### src/rtl/sysid_probe_master_pkg.sv
// Shared types and constants for the system-ID probe master
// and the matching slave generator.
package sysid_pkg;

  typedef enum logic [2:0] {
    ST_IDLE    = 3'd0,
    ST_REQ_ID  = 3'd1,
    ST_WAIT_ID = 3'd2,
    ST_REQ_TS  = 3'd3,
    ST_WAIT_TS = 3'd4,
    ST_DONE    = 3'd5,
    ST_FAIL    = 3'd6
  } state_t;

  localparam logic SYSID_ID_ADDR = 1'b0;
  localparam logic SYSID_TS_ADDR = 1'b1;

  localparam logic [31:0] SYSID_EXPECTED_ID = 32'd15;
  localparam logic [31:0] SYSID_EXPECTED_TS = 32'd1411317456;

  function automatic logic is_busy(state_t s);
    return (s == ST_REQ_ID) || (s == ST_WAIT_ID) ||
           (s == ST_REQ_TS) || (s == ST_WAIT_TS);
  endfunction

endpackage

### src/rtl/sysid_probe_master_if.sv
// Avalon-MM read-only bus between the probe master
// and the system-ID control slave.
interface sysid_probe_master_if;

  logic        avm_address;
  logic        avm_read;
  logic        avm_waitrequest;
  logic [31:0] avm_readdata;
  logic        avm_readdatavalid;

  modport master (
    output avm_address,
    output avm_read,
    input  avm_waitrequest,
    input  avm_readdata,
    input  avm_readdatavalid
  );

  modport slave (
    input  avm_address,
    input  avm_read,
    output avm_waitrequest,
    output avm_readdata,
    output avm_readdatavalid
  );

endinterface

### src/rtl/sysid_timeout_counter.sv
// Saturating per-transaction cycle counter; expired flags
// the cycle whose increment reaches LIMIT.
module sysid_timeout_counter #(
  parameter int LIMIT = 255
) (
  input  logic clock,
  input  logic reset,
  input  logic clear,
  input  logic enable,
  output logic expired
);

  localparam int W = $clog2(LIMIT + 1);
  localparam logic [W-1:0] LIM    = W'(LIMIT);
  localparam logic [W-1:0] LIM_M1 = W'(LIMIT - 1);

  logic [W-1:0] count_q;
  logic [W-1:0] count_d;

  always_comb begin
    count_d = count_q;
    if (clear) begin
      count_d = '0;
    end else if (enable && (count_q != LIM)) begin
      count_d = count_q + 1'b1;
    end
  end

  always_ff @(posedge clock or posedge reset) begin
    if (reset) begin
      count_q <= '0;
    end else begin
      count_q <= count_d;
    end
  end

  assign expired = enable && (count_q >= LIM_M1);

endmodule

### src/rtl/sysid_probe_master.sv
// Boot-time probe: reads ID and timestamp words from the
// system-ID slave and reports match/mismatch/timeout.
module sysid_probe_master
  import sysid_pkg::*;
#(
  parameter logic [31:0] EXPECTED_ID    = SYSID_EXPECTED_ID,
  parameter logic [31:0] EXPECTED_TS    = SYSID_EXPECTED_TS,
  parameter logic        ID_ADDR        = SYSID_ID_ADDR,
  parameter logic        TS_ADDR        = SYSID_TS_ADDR,
  parameter int          TIMEOUT_CYCLES = 255,
  parameter bit          AUTO_START     = 1'b1
) (
  input  logic                 clock,
  input  logic                 reset,
  input  logic                 start,
  sysid_probe_master_if.master avm,
  output logic                 busy,
  output logic                 done,
  output logic                 id_match,
  output logic                 ts_match,
  output logic                 timeout,
  output logic [31:0]          id_value,
  output logic [31:0]          ts_value
);

  state_t      state_q, state_d;
  logic        read_q, read_d;
  logic        addr_q, addr_d;
  logic        busy_q, busy_d;
  logic        done_q, done_d;
  logic        id_match_q, id_match_d;
  logic        ts_match_q, ts_match_d;
  logic        timeout_q, timeout_d;
  logic [31:0] id_value_q, id_value_d;
  logic [31:0] ts_value_q, ts_value_d;

  logic accept;
  logic rdv;
  logic launch;
  logic fail;
  logic tmo_clear;
  logic tmo_enable;
  logic tmo_expired;

  assign accept = read_q && !avm.avm_waitrequest;
  assign rdv    = avm.avm_readdatavalid;

  assign tmo_enable = is_busy(state_q);
  assign tmo_clear  = (state_d != state_q) &&
                      ((state_d == ST_REQ_ID) ||
                       (state_d == ST_REQ_TS));

  sysid_timeout_counter #(
    .LIMIT (TIMEOUT_CYCLES)
  ) u_tmo (
    .clock   (clock),
    .reset   (reset),
    .clear   (tmo_clear),
    .enable  (tmo_enable),
    .expired (tmo_expired)
  );

  always_comb begin
    state_d    = state_q;
    read_d     = read_q;
    addr_d     = addr_q;
    busy_d     = busy_q;
    done_d     = done_q;
    id_match_d = id_match_q;
    ts_match_d = ts_match_q;
    timeout_d  = timeout_q;
    id_value_d = id_value_q;
    ts_value_d = ts_value_q;
    launch     = 1'b0;
    fail       = 1'b0;

    unique case (state_q)
      ST_IDLE: launch = AUTO_START || start;
      ST_REQ_ID: begin
        if (accept) begin
          state_d = ST_WAIT_ID;
          read_d  = 1'b0;
        end else begin
          fail = tmo_expired;
        end
      end
      ST_WAIT_ID: begin
        // data beats the limit when both land together
        if (rdv) begin
          id_value_d = avm.avm_readdata;
          id_match_d = (avm.avm_readdata == EXPECTED_ID);
          state_d    = ST_REQ_TS;
          read_d     = 1'b1;
          addr_d     = TS_ADDR;
        end else begin
          fail = tmo_expired;
        end
      end
      ST_REQ_TS: begin
        if (accept) begin
          state_d = ST_WAIT_TS;
          read_d  = 1'b0;
        end else begin
          fail = tmo_expired;
        end
      end
      ST_WAIT_TS: begin
        if (rdv) begin
          ts_value_d = avm.avm_readdata;
          ts_match_d = (avm.avm_readdata == EXPECTED_TS);
          state_d    = ST_DONE;
          busy_d     = 1'b0;
          done_d     = 1'b1;
        end else begin
          fail = tmo_expired;
        end
      end
      ST_DONE, ST_FAIL: launch = start;
      default: state_d = ST_IDLE;
    endcase

    if (fail) begin
      state_d   = ST_FAIL;
      read_d    = 1'b0;
      busy_d    = 1'b0;
      done_d    = 1'b1;
      timeout_d = 1'b1;
    end

    if (launch) begin
      state_d    = ST_REQ_ID;
      read_d     = 1'b1;
      addr_d     = ID_ADDR;
      busy_d     = 1'b1;
      done_d     = 1'b0;
      timeout_d  = 1'b0;
      id_match_d = 1'b0;
      ts_match_d = 1'b0;
      id_value_d = '0;
      ts_value_d = '0;
    end
  end

  always_ff @(posedge clock or posedge reset) begin
    if (reset) begin
      state_q    <= ST_IDLE;
      read_q     <= 1'b0;
      addr_q     <= 1'b0;
      busy_q     <= 1'b0;
      done_q     <= 1'b0;
      id_match_q <= 1'b0;
      ts_match_q <= 1'b0;
      timeout_q  <= 1'b0;
      id_value_q <= '0;
      ts_value_q <= '0;
    end else begin
      state_q    <= state_d;
      read_q     <= read_d;
      addr_q     <= addr_d;
      busy_q     <= busy_d;
      done_q     <= done_d;
      id_match_q <= id_match_d;
      ts_match_q <= ts_match_d;
      timeout_q  <= timeout_d;
      id_value_q <= id_value_d;
      ts_value_q <= ts_value_d;
    end
  end

  assign avm.avm_read    = read_q;
  assign avm.avm_address = addr_q;
  assign busy            = busy_q;
  assign done            = done_q;
  assign id_match        = id_match_q;
  assign ts_match        = ts_match_q;
  assign timeout         = timeout_q;
  assign id_value        = id_value_q;
  assign ts_value        = ts_value_q;

endmodule

### src/flat_wrapper.sv
// flat-port wrapper written by rule: the top's interface ports become plain ports
module sysid_probe_master_flat import sysid_pkg::*;
#(
  parameter logic [31:0] EXPECTED_ID    = SYSID_EXPECTED_ID,
  parameter logic [31:0] EXPECTED_TS    = SYSID_EXPECTED_TS,
  parameter logic        ID_ADDR        = SYSID_ID_ADDR,
  parameter logic        TS_ADDR        = SYSID_TS_ADDR,
  parameter int          TIMEOUT_CYCLES = 255,
  parameter bit          AUTO_START     = 1'b1
)
  (clock, reset, start, busy, done, id_match, ts_match, timeout, id_value, ts_value, avm_avm_address, avm_avm_read, avm_avm_waitrequest, avm_avm_readdata, avm_avm_readdatavalid);
  sysid_probe_master_if avm_i ();
  input  logic clock;
  input  logic reset;
  input  logic start;
  output logic busy;
  output logic done;
  output logic id_match;
  output logic ts_match;
  output logic timeout;
  output logic [31:0] id_value;
  output logic [31:0] ts_value;
  output wire logic [$bits(avm_i.avm_address)-1:0] avm_avm_address;
  output wire logic [$bits(avm_i.avm_read)-1:0] avm_avm_read;
  input wire logic [$bits(avm_i.avm_waitrequest)-1:0] avm_avm_waitrequest;
  input wire logic [$bits(avm_i.avm_readdata)-1:0] avm_avm_readdata;
  input wire logic [$bits(avm_i.avm_readdatavalid)-1:0] avm_avm_readdatavalid;
  assign avm_avm_address = avm_i.avm_address;
  assign avm_avm_read = avm_i.avm_read;
  assign avm_i.avm_waitrequest = avm_avm_waitrequest;
  assign avm_i.avm_readdata = avm_avm_readdata;
  assign avm_i.avm_readdatavalid = avm_avm_readdatavalid;
  sysid_probe_master #(.EXPECTED_ID(EXPECTED_ID), .EXPECTED_TS(EXPECTED_TS), .ID_ADDR(ID_ADDR), .TS_ADDR(TS_ADDR), .TIMEOUT_CYCLES(TIMEOUT_CYCLES), .AUTO_START(AUTO_START)) u_core (.clock(clock), .reset(reset), .start(start), .avm(avm_i), .busy(busy), .done(done), .id_match(id_match), .ts_match(ts_match), .timeout(timeout), .id_value(id_value), .ts_value(ts_value));
endmodule
### config.mk
export PLATFORM = sky130hd
export DESIGN_NAME = sysid_probe_master_flat
export DESIGN_NICKNAME = d
export VERILOG_FILES = /design/src/rtl/sysid_probe_master_pkg.sv /design/src/rtl/sysid_probe_master_if.sv /design/src/rtl/sysid_timeout_counter.sv /design/src/rtl/sysid_probe_master.sv /design/src/flat_wrapper.sv
export SDC_FILE = /design/constraint.sdc
export NUM_CORES = 1
export LEC_CHECK = 0
export ABC_AREA = 1
export CORE_UTILIZATION = 48
export CTS_CLUSTER_SIZE = 30
export DETAILED_ROUTE_END_ITERATION = 8
export PLACE_DENSITY = 0.8
export SLEW_MARGIN = 20
export SYNTH_ARGS = -nofsm -noshare
export SYNTH_HDL_FRONTEND = slang
export SYNTH_SLANG_ARGS = --single-unit
### constraint.sdc
create_clock -name clock -period 3 [get_ports clock]
set_input_delay 0.6 -clock clock [delete_from_list [all_inputs] [get_ports clock]]
set_output_delay 0.6 -clock clock [all_outputs]
set_load 0.05 [all_outputs]
=== Word level (Yosys, flattened, before mapping) ===
Cells that the tools add are included.

* Bits of input ports: 37
* Word-level logic and storage cells: 93
* Bits in registers: 82
* Output and inout port bits: 71

* Mux-type cells: 40
* $add $sub $neg: 1
* Reductions and logical operators: 26
* $lt $le $gt $ge: 1
* Equality and inequality tests: 14

{| class="wikitable"
|+ Operators by type and width
! cell !! number
|-
| 2-to-1 mux 32 bit || 5
|-
| equality test 32 x 31 -> 1 bit (second input constant) || 1
|-
| equality test 32 x 4 -> 1 bit (second input constant) || 1
|-
| 2-to-1 mux 1 bit || 23
|-
| 2-to-1 mux 3 bit || 6
|-
| 2-to-1 mux 8 bit || 2
|-
| one-hot mux 3 bit (5 select lines) || 1
|-
| nonzero test 2 bit || 5
|-
| equality test 3 x 2 -> 1 bit (second input constant) || 3
|-
| equality test 3 bit (second input constant) || 3
|-
| adder 8 x 1 -> 8 bit (second input constant) || 1
|-
| greater-or-equal comparator 8 bit (second input constant) || 1
|-
| != test 8 bit (second input constant) || 1
|-
| equality test 3 x 1 -> 1 bit (second input constant) || 2
|-
| one-hot mux 1 bit (2 select lines) || 3
|-
| AND reduction 2 bit || 3
|-
| nonzero test 3 bit || 2
|-
| OR reduction 2 bit || 3
|-
| logical AND 1 bit || 4
|-
| logical OR 1 bit || 4
|-
| != test 4 x 1 -> 1 bit (second input constant) || 1
|-
| != test 4 x 2 -> 1 bit (second input constant) || 1
|-
| nonzero test 4 bit || 1
|-
| logical NOT 3 bit || 1
|-
| 4 further kinds || 4
|}

=== Depth between registers and ports, before layout ===
Gate-level depths: netlist (run 1).

* Depth in word-level cells: 13
* Mapped depth: 9
* Depth with buffers taken out: 9

=== By module ===
Synthesis (run 1) repeated with hierarchy kept, for this count alone.

* Cell total of the unflattened synthesis: 444
* Area total of the unflattened synthesis: 3728.6 µm²

{| class="wikitable"
|+ Modules (own cells, without submodules)
! module !! cells each !! times used !! area an instance (µm²) !! seq. area each (µm²)
|-
| sysid_probe_master || 368 || 1 || 3196.8 || 1851.8
|-
| sysid_timeout_counter || 76 || 1 || 531.8 || 200.2
|}

=== Least setup slack after synthesis (run 1) ===
OpenSTA, ideal clock, no wires.

* Path type: input -> register
* Start: input avm_avm_readdatavalid
* End: register u_core.id_value_q[0] (netlist: u_core.id_value[0])
* Arrival: 1.442 ns
* Slack: 1.493 ns
* Buffers on the path: 1
* Required time: 2.935 ns
* Cell stages on the path: 7
* Library setup time: 0.065 ns
* Cells stage by stage: inv_1 > nor3_4 > inv_1 > nand2_2 > buf_2 > nand2_1 > nand2_1

* Cells in the longest elaborated chain, start to end: 2

{| class="wikitable"
|+ Ends and longest elaborated chain
! element !! RTL line !! RTL
|-
| start, declared || flat_wrapper.sv:27 || <nowiki>input wire logic [$bits(avm_i.avm_readdatavalid)-1:0] avm_avm_readdatavalid;</nowiki>
|-
| nonzero test 2 bit (no line) || - ||
|-
| AND reduction 2 bit (no line) || - ||
|-
| end signal, assigned || sysid_probe_master.sv:165 || <nowiki>id_value_q <= id_value_d;</nowiki>
|-
| end, declared || sysid_probe_master.sv:34 || <nowiki>logic [31:0] id_value_q, id_value_d;</nowiki>
|}

Every way passes these cells.
A chain may end at the register's enable or synchronous reset.

=== Worst setup path after layout (run 1) ===
* Start: input avm_avm_readdatavalid
* End: register u_core.u_tmo.count_q[4]

* Cells in the longest elaborated chain, start to end: 8
* Elaborated cells on any way between the ends: 14
* Those cells by class: eq/ne (3); mux (8); reduce/logical (3)

{| class="wikitable"
|+ Ends and longest elaborated chain
! element !! RTL line !! RTL
|-
| 2-to-1 mux 3 bit, or another cell as far along || sysid_probe_master.sv:108 || <nowiki>if (rdv) begin</nowiki>
|-
| one-hot mux 3 bit (5 select lines) / one-hot mux 1 bit (2 select lines) (equally long branches) || sysid_probe_master.sv:77 || <nowiki>unique case (state_q)</nowiki>
|-
| 2-to-1 mux 3 bit * || sysid_probe_master.sv:122 || <nowiki>if (fail) begin</nowiki>
|-
| 2-to-1 mux 3 bit * || sysid_probe_master.sv:130 || <nowiki>if (launch) begin</nowiki>
|-
| equality test 3 x 1 -> 1 bit / equality test 3 x 2 -> 1 bit (equally long branches) || sysid_probe_master.sv:50, sysid_probe_master.sv:51 ||
|-
| logical OR 1 bit || sysid_probe_master.sv:50 || <nowiki>((state_d == ST_REQ_ID) ||</nowiki>
|-
| logical AND 1 bit * || sysid_probe_master.sv:49 || <nowiki>assign tmo_clear = (state_d != state_q) &&</nowiki>
|-
| 2-to-1 mux 8 bit / nonzero test 2 bit (equally long branches) || - ||
|-
| end signal, assigned || sysid_timeout_counter.sv:33 || <nowiki>count_q <= count_d;</nowiki>
|-
| end, declared || sysid_timeout_counter.sv:17 || <nowiki>logic [W-1:0] count_q;</nowiki>
|}

Mark *: on every way between the ends. The rest lies on a longest branch, timed or not.

==> PnR_summary.wiki, run 1 <==
{| class="wikitable"
! Metric !! Value
|-
| Clock latency reported for the late side of the worst-skew pair || 0.35 ns
|-
| Routed wire length || 10.12 mm
|-
| Effective utilization at floorplan || 49.63%
|-
| Synth warnings || 0
|-
| End of the worst hold path || u_core.timeout
|-
| Worst R2R End || u_core.id_value[23]
|-
| Total CTS buffers || 9
|-
| Most common cell after layout, fill and taps aside || sky130_fd_sc_hd__nand2_1
|-
| Slowest cell on the critical path || sky130_fd_sc_hd__clkdlybuf4s50_1
|-
| Worst-path fanout max || 23
|-
| Cells after Synth || 495
|-
| Worst Slack Setup Final || 0.7514 ns
|-
| Clock slew at reported path FFs || 0.08 ns
|-
| Power density relative to cell area || 1011 mW/mm^2
|-
| Count of cells resized by post-cts repair || 0
|-
| Clock tree from TritonCTS || yes
|-
| Final-report max-slew violation count || 0
|-
| Final worst path period need || 2.249 ns
|-
| Hold buffer count at cts || 0
|-
| Crit path from || avm_avm_readdatavalid
|-
| Fraction of the yosys area taken by sequential cells || 53.51%
|-
| Slew headroom || 47.52%
|-
| Category of the most critical setup path || in -> reg
|-
| Distinct cell type count of the synthesized netlist || 27
|-
| Pin count of the biggest net entering global routing || 48
|-
| Filler cell count in the final layout || 625
|-
| Number of top-level design ports || 108
|-
| Commonest non-fill, non-tap cells in the layout || 214 x sky130_fd_sc_hd__nand2_1, 107 x sky130_fd_sc_hd__clkdlybuf4s50_1, 82 x sky130_fd_sc_hd__dfrtp_1
|-
| Finish-stage setup viols || 0
|-
| Horizontal extent of the die || 91.39 um
|-
| Number of vias per cell after detailed routing || 4.992
|-
| Layout cells sized above 1 || 5.263%
|-
| Post-route antenna net violation count || 0
|-
| Total GRT Usage || 25.81%
|-
| Placeable core area || 0.007727 sq mm
|-
| R2r startpoint || u_core.state_q[0]
|-
| Largest vdd supply drop || 585.9 uV
|-
| Floorplan die area || 0.008351 sq mm
|-
| Total of max-cap violations || 0
|-
| Leakage power summed over all cells || 2.668 nW
|-
| Area growth from synthesis to layout || 35.56%
|-
| Diode count || 0
|-
| Vias in the first global route || 3564
|-
| R2R cell count || 7
|-
| Via count of the routed design || 3544
|-
| Class of the most critical hold timing path || reg -> reg
|-
| Post-route clock period utilization || 74.95%
|-
| Port buffer count || 107
|-
| Endpoint arrival time on the critical path || 2.49 ns
|-
| Die H || 91.39 um
|-
| Wire length of the first global-routing pass || 16.77 mm
|-
| Final Power || 0.005254 W
|-
| HPWL after detailed placement || 7.392 mm
|-
| Post-synth net total || 534
|-
| Hold depth || 2
|-
| Max H-tree Level || 3
|-
| Gpl congestion || 0.8804
|-
| Worst reg-to-reg setup slack || 0.94 ns
|-
| Worst path cell trace || clkdlybuf4s50_1, inv_1, nor3_4, inv_1, nand2_2, nor2_2, nand2_1, nand2_1
|-
| Routed length per placed instance || 14.26 um
|-
| Status || finished clean
|-
| Cell chosen for the clock root || sky130_fd_sc_hd__clkbuf_8
|-
| Least-Margin Pin Slew || 0.7863 ns
|-
| Remaining global-route overflow || 0
|-
| Antenna violations before repair || 0
|-
| Mean Syn Cell Area || 7.747 sq um
|-
| Post-Place Worst Slack || 0.3983 ns
|-
| Max Clock Skew || 0.009035 ns
|-
| Number of non-filler instances in the completed layout || 710
|-
| Type of origin of the critical path || input port
|-
| Worst-case clock buffer depth || 2
|-
| Crit end category || flip-flop
|-
| Worst stage delay on the critical path || 0.49 ns
|-
| Area of the mapped netlist || 0.003835 sq mm
|-
| RSZ-0062 raised after global routing || false
|-
| Post-route DRC || 0
|-
| Top achievable clock speed || 444.7 MHz
|-
| Clock net sink count || 82
|-
| Count of endpoints failing hold in the final timing report || 0
|-
| Cell Rows || 32
|-
| Post-CTS Setup Inserts || 0
|-
| First drt pass iteration count || 4
|-
| Flip-flop and latch count after synthesis || 82
|-
| Data required time of the worst path || 3.24 ns
|-
| Number of DRC markers after the initial detailed-route iteration || 264
|-
| Post-placement cell count || 694
|-
| Startpoint of the worst hold path || u_core.timeout
|-
| Number of nets in the layout || 642
|-
| Final TNS setup || 0 ns
|}
-- cell usage after synthesis --
cell | instances | area, sq um
sky130_fd_sc_hd__ha_1 | 2 | 25.02
sky130_fd_sc_hd__nand3b_1 | 1 | 7.510
sky130_fd_sc_hd__nor2_4 | 3 | 33.78
sky130_fd_sc_hd__nor3_1 | 7 | 35.03
sky130_fd_sc_hd__buf_4 | 9 | 67.56
sky130_fd_sc_hd__buf_1 | 2 | 7.510
sky130_fd_sc_hd__o21ai_2 | 1 | 8.760
sky130_fd_sc_hd__xnor2_1 | 2 | 17.52
sky130_fd_sc_hd__nor3_4 | 1 | 16.27
sky130_fd_sc_hd__clkbuf_1 | 2 | 7.510
sky130_fd_sc_hd__nand4_1 | 7 | 43.79
sky130_fd_sc_hd__o21ai_1 | 2 | 10.01
sky130_fd_sc_hd__inv_2 | 2 | 7.510
sky130_fd_sc_hd__nand2_2 | 2 | 12.51
sky130_fd_sc_hd__nor2_2 | 1 | 6.260
sky130_fd_sc_hd__inv_1 | 51 | 191.4
sky130_fd_sc_hd__xor2_1 | 1 | 8.760
sky130_fd_sc_hd__buf_2 | 2 | 10.01
sky130_fd_sc_hd__buf_6 | 1 | 11.26
sky130_fd_sc_hd__a21oi_1 | 5 | 25.02
sky130_fd_sc_hd__nor2_8 | 1 | 20.02
sky130_fd_sc_hd__and2_1 | 1 | 6.260
sky130_fd_sc_hd__o21ai_0 | 26 | 130.1
sky130_fd_sc_hd__nand2_1 | 214 | 803.3
sky130_fd_sc_hd__nor2_1 | 52 | 195.2
sky130_fd_sc_hd__nand3_1 | 15 | 75.07
sky130_fd_sc_hd__dfrtp_1 | 82 | 2052
-- sequential cells by signal (all words and copies together), names as in the netlist --
name,count
u_core.done,1
u_core.ts_match,1
u_core.avm.avm_read,1
u_core.u_tmo.count_q,8
u_core.state_q,3
u_core.id_value,32
u_core.id_match,1
u_core.busy,1
u_core.timeout,1
u_core.ts_value,32
u_core.avm.avm_address,1
-- layer usage --
layer | part of all wire (%) | vias to the layer above | global-route usage, % | routed length, um
met2 | 50 | 132 | 43.61 | 5096
met1 | 42 | 1679 | 32.74 | 4255
li1 | - | 1719 | - | -
met3 | 6.2 | 14 | 4.523 | 626
met4 | 1.4 | 0 | 10.58 | 143
met5 | 0 | - | 0 | 0
-- how the worst max path moves through the flow --
| stage | to | cells after the start |
|---|---|---|
| after floorplan | u_core.avm.avm_address | 1 |
| after global placement | u_core.u_tmo.count_q[7] | 8 |
| after detailed placement | u_core.u_tmo.count_q[4] | 8 |
| after CTS | u_core.u_tmo.count_q[4] | 8 |
| after global routing | u_core.u_tmo.count_q[4] | 8 |
| final | u_core.u_tmo.count_q[4] | 8 |
-- metrics by stage --
| stage | utilization (%) | area [sq um] | hold WS, ns |
|---|---|---|---|
| 2_1_floorplan | - | 3835 | 0.4851 |
| 3_3_place_gp | 64.56 | 4989 | 0.4564 |
| 3_5_place_dp | 64.56 | 4989 | 0.4589 |
| 4_1_cts | 67.28 | 5199 | 0.4784 |
| 5_1_grt | 67.28 | 5199 | 0.5006 |
| 6_report | 67.28 | 5199 | 0.4724 |
-- layout make-up --
type	instances	area [sq um]	area share (%)
well taps	102	127.6	2.455
clock buffers	11	131.4	2.527
multi-input cells	344	1480	28.47
flip-flops and latches	82	2052	39.47
clock inverters	5	78.83	1.516
repair buffers	113	1129	21.71
inverters	53	200.2	3.851
-- kinds of logic (layout without fill, tap and decap cells) --
kind of cell               Yosys count  count (layout)  synth area share, %
AOI/OAI and AO/OA                   34              34                4.535
xor gates and xnor gates             3               3               0.6853
adders and majority gates            2               2               0.6524
buffers and inverters               69             182                7.896
DFF                                 82              82                53.51
and+or+nand+nor                    305             305                32.72
-- critical path, delay by kind of cell --
kind | cells | cell delay, ns
simple gates | 5 | 1.02
buf+inv | 3 | 0.85
-- power by group --
part / internal, W / switching, W
Combinational: 0.000814 / 0.00193
Sequential: 0.00142 / 0.000236
Clock: 0.000468 / 0.000390
Note: power is estimated with default switching activity, not from simulation.
==> run 2, diff against run 1 <==
Clock period 3 ns to 2.15 ns, I/O delays scaled along.
==> run 2 against run 1 <==
  * Cell count grew 0.56%
  * Core utilization increased by 0.44 points
  * Hold slack better by 0.0028 ns
  * Largest power group unchanged
  * Cell area grew 0.65%
  * Combinational power grew 44%
  * Largest cell class unchanged
==> PnR_summary.wiki, run 2 (synthesis results as in run 1) <==
{| class="wikitable"
! Metric !! Value
|-
| Hold depth || 2
|-
| Wire length of the first global-routing pass || 16.45 mm
|-
| Kind of cell adding the most delay to the critical path || buffers and inverters
|-
| Routed wire length || 9.722 mm
|-
| Number of DRC markers after the initial detailed-route iteration || 203
|-
| Remaining global-route overflow || 0
|-
| Post-route antenna net violation count || 0
|-
| Cell Rows || 32
|-
| Worst-path fanout max || 4
|-
| Final worst path period need || 1.995 ns
|-
| Leakage power summed over all cells || 2.684 nW
|-
| Pin count of the biggest net entering global routing || 83
|-
| Final Power || 0.007362 W
|-
| Max H-tree Level || 3
|-
| Commonest non-fill, non-tap cells in the layout || 214 x sky130_fd_sc_hd__nand2_1, 107 x sky130_fd_sc_hd__clkdlybuf4s50_1, 82 x sky130_fd_sc_hd__dfrtp_1
|-
| Post-route DRC || 0
|-
| Worst path cell trace || clkdlybuf4s50_1
|-
| R2R cell count || 7
|-
| Clock latency reported for the late side of the worst-skew pair || 0.35 ns
|-
| Worst path depth || 1
|-
| Layout cells sized above 1 || 6.209%
|-
| Count of buffer and inverter cells on the critical path || 1
|-
| Post-CTS Setup Inserts || 0
|-
| Number of nets in the layout || 646
|-
| Worst stage delay on the critical path || 0.82 ns
|-
| RSZ-0062 raised after global routing || false
|-
| Max Clock Skew || 0.008954 ns
|-
| Clock net sink count || 82
|-
| Most common cell after layout, fill and taps aside || sky130_fd_sc_hd__nand2_1
|-
| Number of vias per cell after detailed routing || 4.969
|-
| Finish-stage setup viols || 0
|-
| Total of max-cap violations || 0
|-
| Crit end category || primary output
|-
| Number of top-level design ports || 108
|-
| Data required time of the worst path || 1.72 ns
|-
| Power density relative to cell area || 1407 mW/mm^2
|-
| Final TNS setup || 0 ns
|-
| Top achievable clock speed || 501.2 MHz
|-
| Largest vdd supply drop || 742.9 uV
|-
| Via count of the routed design || 3548
|-
| First drt pass iteration count || 4
|-
| Area growth from synthesis to layout || 36.44%
|-
| Type of origin of the critical path || flip-flop
|-
| Die H || 91.39 um
|-
| Total GRT Usage || 25.13%
|-
| Port buffer count || 107
|-
| Hold buffer count at cts || 0
|-
| Slew headroom || 62.04%
|-
| Status || finished clean
|-
| Vias in the first global route || 3602
|-
| Clock slew at reported path FFs || 0.09 ns
|-
| HPWL after detailed placement || 6.987 mm
|-
| Count of cells resized by post-cts repair || 0
|-
| Floorplan die area || 0.008351 sq mm
|-
| Least-Margin Pin Slew || 0.5676 ns
|-
| Endpoint arrival time on the critical path || 1.57 ns
|-
| Class of the most critical hold timing path || reg -> reg
|-
| Horizontal extent of the die || 91.39 um
|-
| Post-route clock period utilization || 92.81%
|-
| Clock tree from TritonCTS || yes
|-
| Placeable core area || 0.007727 sq mm
|-
| Gpl congestion || 0.8341
|-
| Antenna violations before repair || 0
|-
| Category of the most critical setup path || reg -> out
|-
| Count of endpoints failing hold in the final timing report || 0
|-
| Diode count || 0
|-
| Slowest cell on the critical path || sky130_fd_sc_hd__clkdlybuf4s50_1
|-
| Total CTS buffers || 9
|-
| Final-report max-slew violation count || 0
|-
| Routed length per placed instance || 13.62 um
|-
| Worst-case clock buffer depth || 2
|-
| Cell chosen for the clock root || sky130_fd_sc_hd__clkbuf_8
|-
| Effective utilization at floorplan || 49.63%
|}
## run 2: cell count changes in the layout (fill, tap and decap cells not counted)
cell,before,now
sky130_fd_sc_hd__bufinv_16,2,1
sky130_fd_sc_hd__clkinv_2,3,2
sky130_fd_sc_hd__clkinvlp_4,0,1
sky130_fd_sc_hd__inv_6,0,3
sky130_fd_sc_hd__buf_4,5,8
sky130_fd_sc_hd__clkbuf_1,2,0
sky130_fd_sc_hd__buf_12,1,2
## run 2: worst paths after layout
kind,start,to,slack [ns]
max,u_core.avm.avm_read,avm_avm_read,0.15
max reg2reg,u_core.state_q[0],u_core.u_tmo.count_q[2],0.38
min,u_core.ts_value[18],u_core.ts_value[18],0.48
min reg2reg,u_core.ts_value[18],u_core.ts_value[18],0.48
min in group asynchronous,reset,u_core.ts_value[2],0.52
max in group asynchronous,reset,u_core.id_value[4],1.28
## run 2: final cells by class
class / count / area, sq um
Fill cell: 607 / 2495
Sequential cell: 82 / 2052
Multi-Input combinational cell: 344 / 1480
Timing Repair Buffer: 117 / 1171
Inverter: 53 / 202.7
Tap cell: 102 / 127.6
Clock buffer: 9 / 123.9
Clock inverter: 7 / 75.07
## run 2: metal layers
metal	routed length [um]	global-route usage, %	part of all wire (%)	vias up
li1	-	-	-	1734
met1	4190	32.00	43	1677
met3	651	6.365	6.7	21
met4	251	9.921	2.6	0
met5	0	0	0	-
met2	4629	41.04	48	116
## run 2: where the power goes
part	switching [W]	internal [W]	total, W
sequential	0.000314	0.00198	0.00229
combinational	0.00271	0.00123	0.00394
clock	0.000586	0.000547	0.00113
## run 2: through the flow
stage | worst slack [ns] | hold slack (ns) | instance area, sq um | util (%) | std cells
6_report | 0.1546 | 0.4752 | 5233 | 67.71 | 714
5_1_grt | 0.08078 | 0.5002 | 5233 | 67.71 | 714
4_1_cts | 0.1439 | 0.4791 | 5233 | 67.71 | 714
3_5_place_dp | 0.2343 | 0.4576 | 5034 | 65.14 | 698
3_3_place_gp | 0.2512 | 0.4537 | 5034 | 65.14 | 698
2_1_floorplan | 0.6833 | 0.4851 | 3839 | - | 495
==> run 3, diff against run 2 <==
Settings changed: CORE_MARGIN set to 3, GPL_TIMING_DRIVEN set to 0.
==> run 3 against run 2 <==
  * Power grew 1.4%
  * Via count shrank 0.62%
  * Clock power grew 5%
  * Sequential power is essentially flat
  * Combinational power grew 2%
  * Cell area grew 0.93%
  * Highest routed layer unchanged
==> PnR_summary.wiki, run 3 (synthesis results as in run 1) <==
{| class="wikitable"
! Metric !! Value
|-
| Remaining global-route overflow || 0
|-
| Via count of the routed design || 3526
|-
| Post-Route M1 WL || 4.483 mm
|-
| Slowest cell on the critical path || sky130_fd_sc_hd__clkdlybuf4s50_1
|-
| Post-placement cell count || 703
|-
| Final-report max-slew violation count || 0
|-
| Gpl congestion || 0.9034
|-
| Post-route antenna net violation count || 0
|-
| Wire length of the first global-routing pass || 16.50 mm
|-
| Diode count || 0
|-
| First drt pass iteration count || 5
|-
| Clock net sink count || 82
|-
| Finish-stage setup viols || 0
|-
| Routed wire length || 10.12 mm
|-
| Largest vdd supply drop || 826.6 uV
|-
| Worst-case clock buffer depth || 2
|-
| Post-CTS Setup Inserts || 0
|-
| Final core area utilization || 70.55%
|-
| RSZ-0062 raised after global routing || false
|-
| Type of origin of the critical path || flip-flop
|-
| Leakage power summed over all cells || 2.703 nW
|-
| Cell chosen for the clock root || sky130_fd_sc_hd__clkbuf_8
|-
| Endpoint arrival time on the critical path || 1.60 ns
|-
| Total of max-cap violations || 0
|-
| Clock latency reported for the late side of the worst-skew pair || 0.34 ns
|-
| Vias in the first global route || 3444
|-
| Die H || 95.39 um
|-
| Pin count of the biggest net entering global routing || 35
|-
| Max H-tree Level || 3
|-
| Met3 wire len || 661 um
|-
| Worst stage delay on the critical path || 0.83 ns
|-
| Horizontal extent of the die || 95.39 um
|-
| Worst path cell trace || clkdlybuf4s50_1
|-
| Routed length per placed instance || 14.10 um
|-
| Number of non-filler instances in the completed layout || 718
|-
| Top layer reached by signal wires || met4
|-
| Count of buffer and inverter cells on the critical path || 1
|-
| Max Clock Skew || 0.005527 ns
|-
| Worst reg-to-reg setup slack || 0.37 ns
|-
| Total GRT Usage || 23.63%
|-
| Post-route DRC || 0
|-
| Least-Margin Pin Slew || 0.5660 ns
|-
| Number of DRC markers after the initial detailed-route iteration || 198
|-
| Status || finished clean
|-
| Worst Slack Setup Final || 0.1235 ns
|-
| Port buffer count || 107
|-
| Antenna violations before repair || 0
|-
| Total CTS buffers || 9
|-
| Commonest non-fill, non-tap cells in the layout || 214 x sky130_fd_sc_hd__nand2_1, 107 x sky130_fd_sc_hd__clkdlybuf4s50_1, 82 x sky130_fd_sc_hd__dfrtp_1
|-
| Data required time of the worst path || 1.72 ns
|-
| Area growth from synthesis to layout || 37.72%
|-
| Cell Rows || 31
|-
| Worst-path fanout max || 4
|-
| Effective utilization at floorplan || 51.23%
|-
| Number of top-level design ports || 108
|-
| Floorplan die area || 0.009098 sq mm
|-
| Number of nets in the layout || 654
|-
| Clock slew at reported path FFs || 0.08 ns
|-
| Count of cells resized by post-cts repair || 0
|-
| Post-route clock period utilization || 94.25%
|-
| Area post-placement || 0.005074 sq mm
|-
| Category of the most critical setup path || reg -> out
|-
| Layout cells sized above 1 || 6.300%
|-
| Most common cell after layout, fill and taps aside || sky130_fd_sc_hd__nand2_1
|-
| Slew headroom || 62.19%
|-
| Post-Place Worst Slack || 0.07013 ns
|-
| Crit end category || primary output
|-
| Clock tree from TritonCTS || yes
|-
| Kind of cell adding the most delay to the critical path || buffers and inverters
|-
| Number of vias per cell after detailed routing || 4.911
|-
| Power density relative to cell area || 1414 mW/mm^2
|-
| Hold buffer count at cts || 0
|-
| Placeable core area || 0.007486 sq mm
|-
| Class of the most critical hold timing path || reg -> reg
|-
| Top achievable clock speed || 493.5 MHz
|-
| Final worst path period need || 2.026 ns
|-
| Post-route cell area || 0.005281 sq mm
|-
| HPWL after detailed placement || 7.641 mm
|-
| Total length of routed met2 wires || 4.841 mm
|-
| Count of endpoints failing hold in the final timing report || 0
|}
## run 3: changes by cell type in the layout (fill, tap and decap cells not counted), moves of 2 or more
| cell | change |
|---|---|
| sky130_fd_sc_hd__clkbuf_1 | +4 |
| sky130_fd_sc_hd__buf_1 | +2 |
| sky130_fd_sc_hd__buf_2 | +2 |
| sky130_fd_sc_hd__clkinv_2 | -2 |
| sky130_fd_sc_hd__inv_6 | -2 |
## run 3: metal layers
metal | vias up | track usage, %
li1 | 1748 | -
met1 | 1651 | 31.01
met2 | 112 | 38.89
met3 | 15 | 5.683
met4 | 0 | 7.346
met5 | - | 0
## run 3: worst paths after layout
check | depth (start not counted) | startpoint | endpoint
min in group asynchronous | 2 | reset | u_core.id_value[0]
hold / removal | 2 | u_core.id_value[19] | u_core.id_value[19]
setup / recovery | 1 | u_core.avm.avm_read | avm_avm_read
max in group asynchronous | 3 | reset | u_core.ts_value[15]
hold reg to reg | 2 | u_core.id_value[19] | u_core.id_value[19]
setup reg to reg | 9 | u_core.state_q[0] | u_core.id_value[7]
## run 3: cell type report
cell class / instances / area, sq um
multi-input cells: 344 / 1480
inverters: 53 / 202.7
flip-flops and latches: 82 / 2052
plain buffers: 16 / 103.9
clock inverters: 4 / 76.32
clock buffers: 11 / 131.4
well taps: 99 / 123.9
repair buffers: 109 / 1111
fillers: 595 / 2205
## run 3: metrics by stage
step / setup TNS (ns) / hold WS, ns / power (W)
after global routing: 0 / 0.5002 / 0.007910
after CTS: 0 / 0.4785 / 0.007505
after global placement: -9.282 / 0.4545 / 0.006228
after floorplan: 0 / 0.4851 / 0.004962
final: 0 / 0.4750 / 0.007467
after detailed placement: 0 / 0.4583 / 0.006308
## run 3: tightest hold or removal path, delay by kind of cell (launching register included)
kind	cells	cell delay [ns]
flops	1	0.35
simple gates	2	0.09
## run 3: power breakdown
group	leakage (nW)	switching [W]	internal (W)	total, W
Combinational	1.51	0.00276	0.00126	0.00402
Sequential	1.10	0.000278	0.00198	0.00226
Clock	0.100	0.000534	0.000653	0.00119
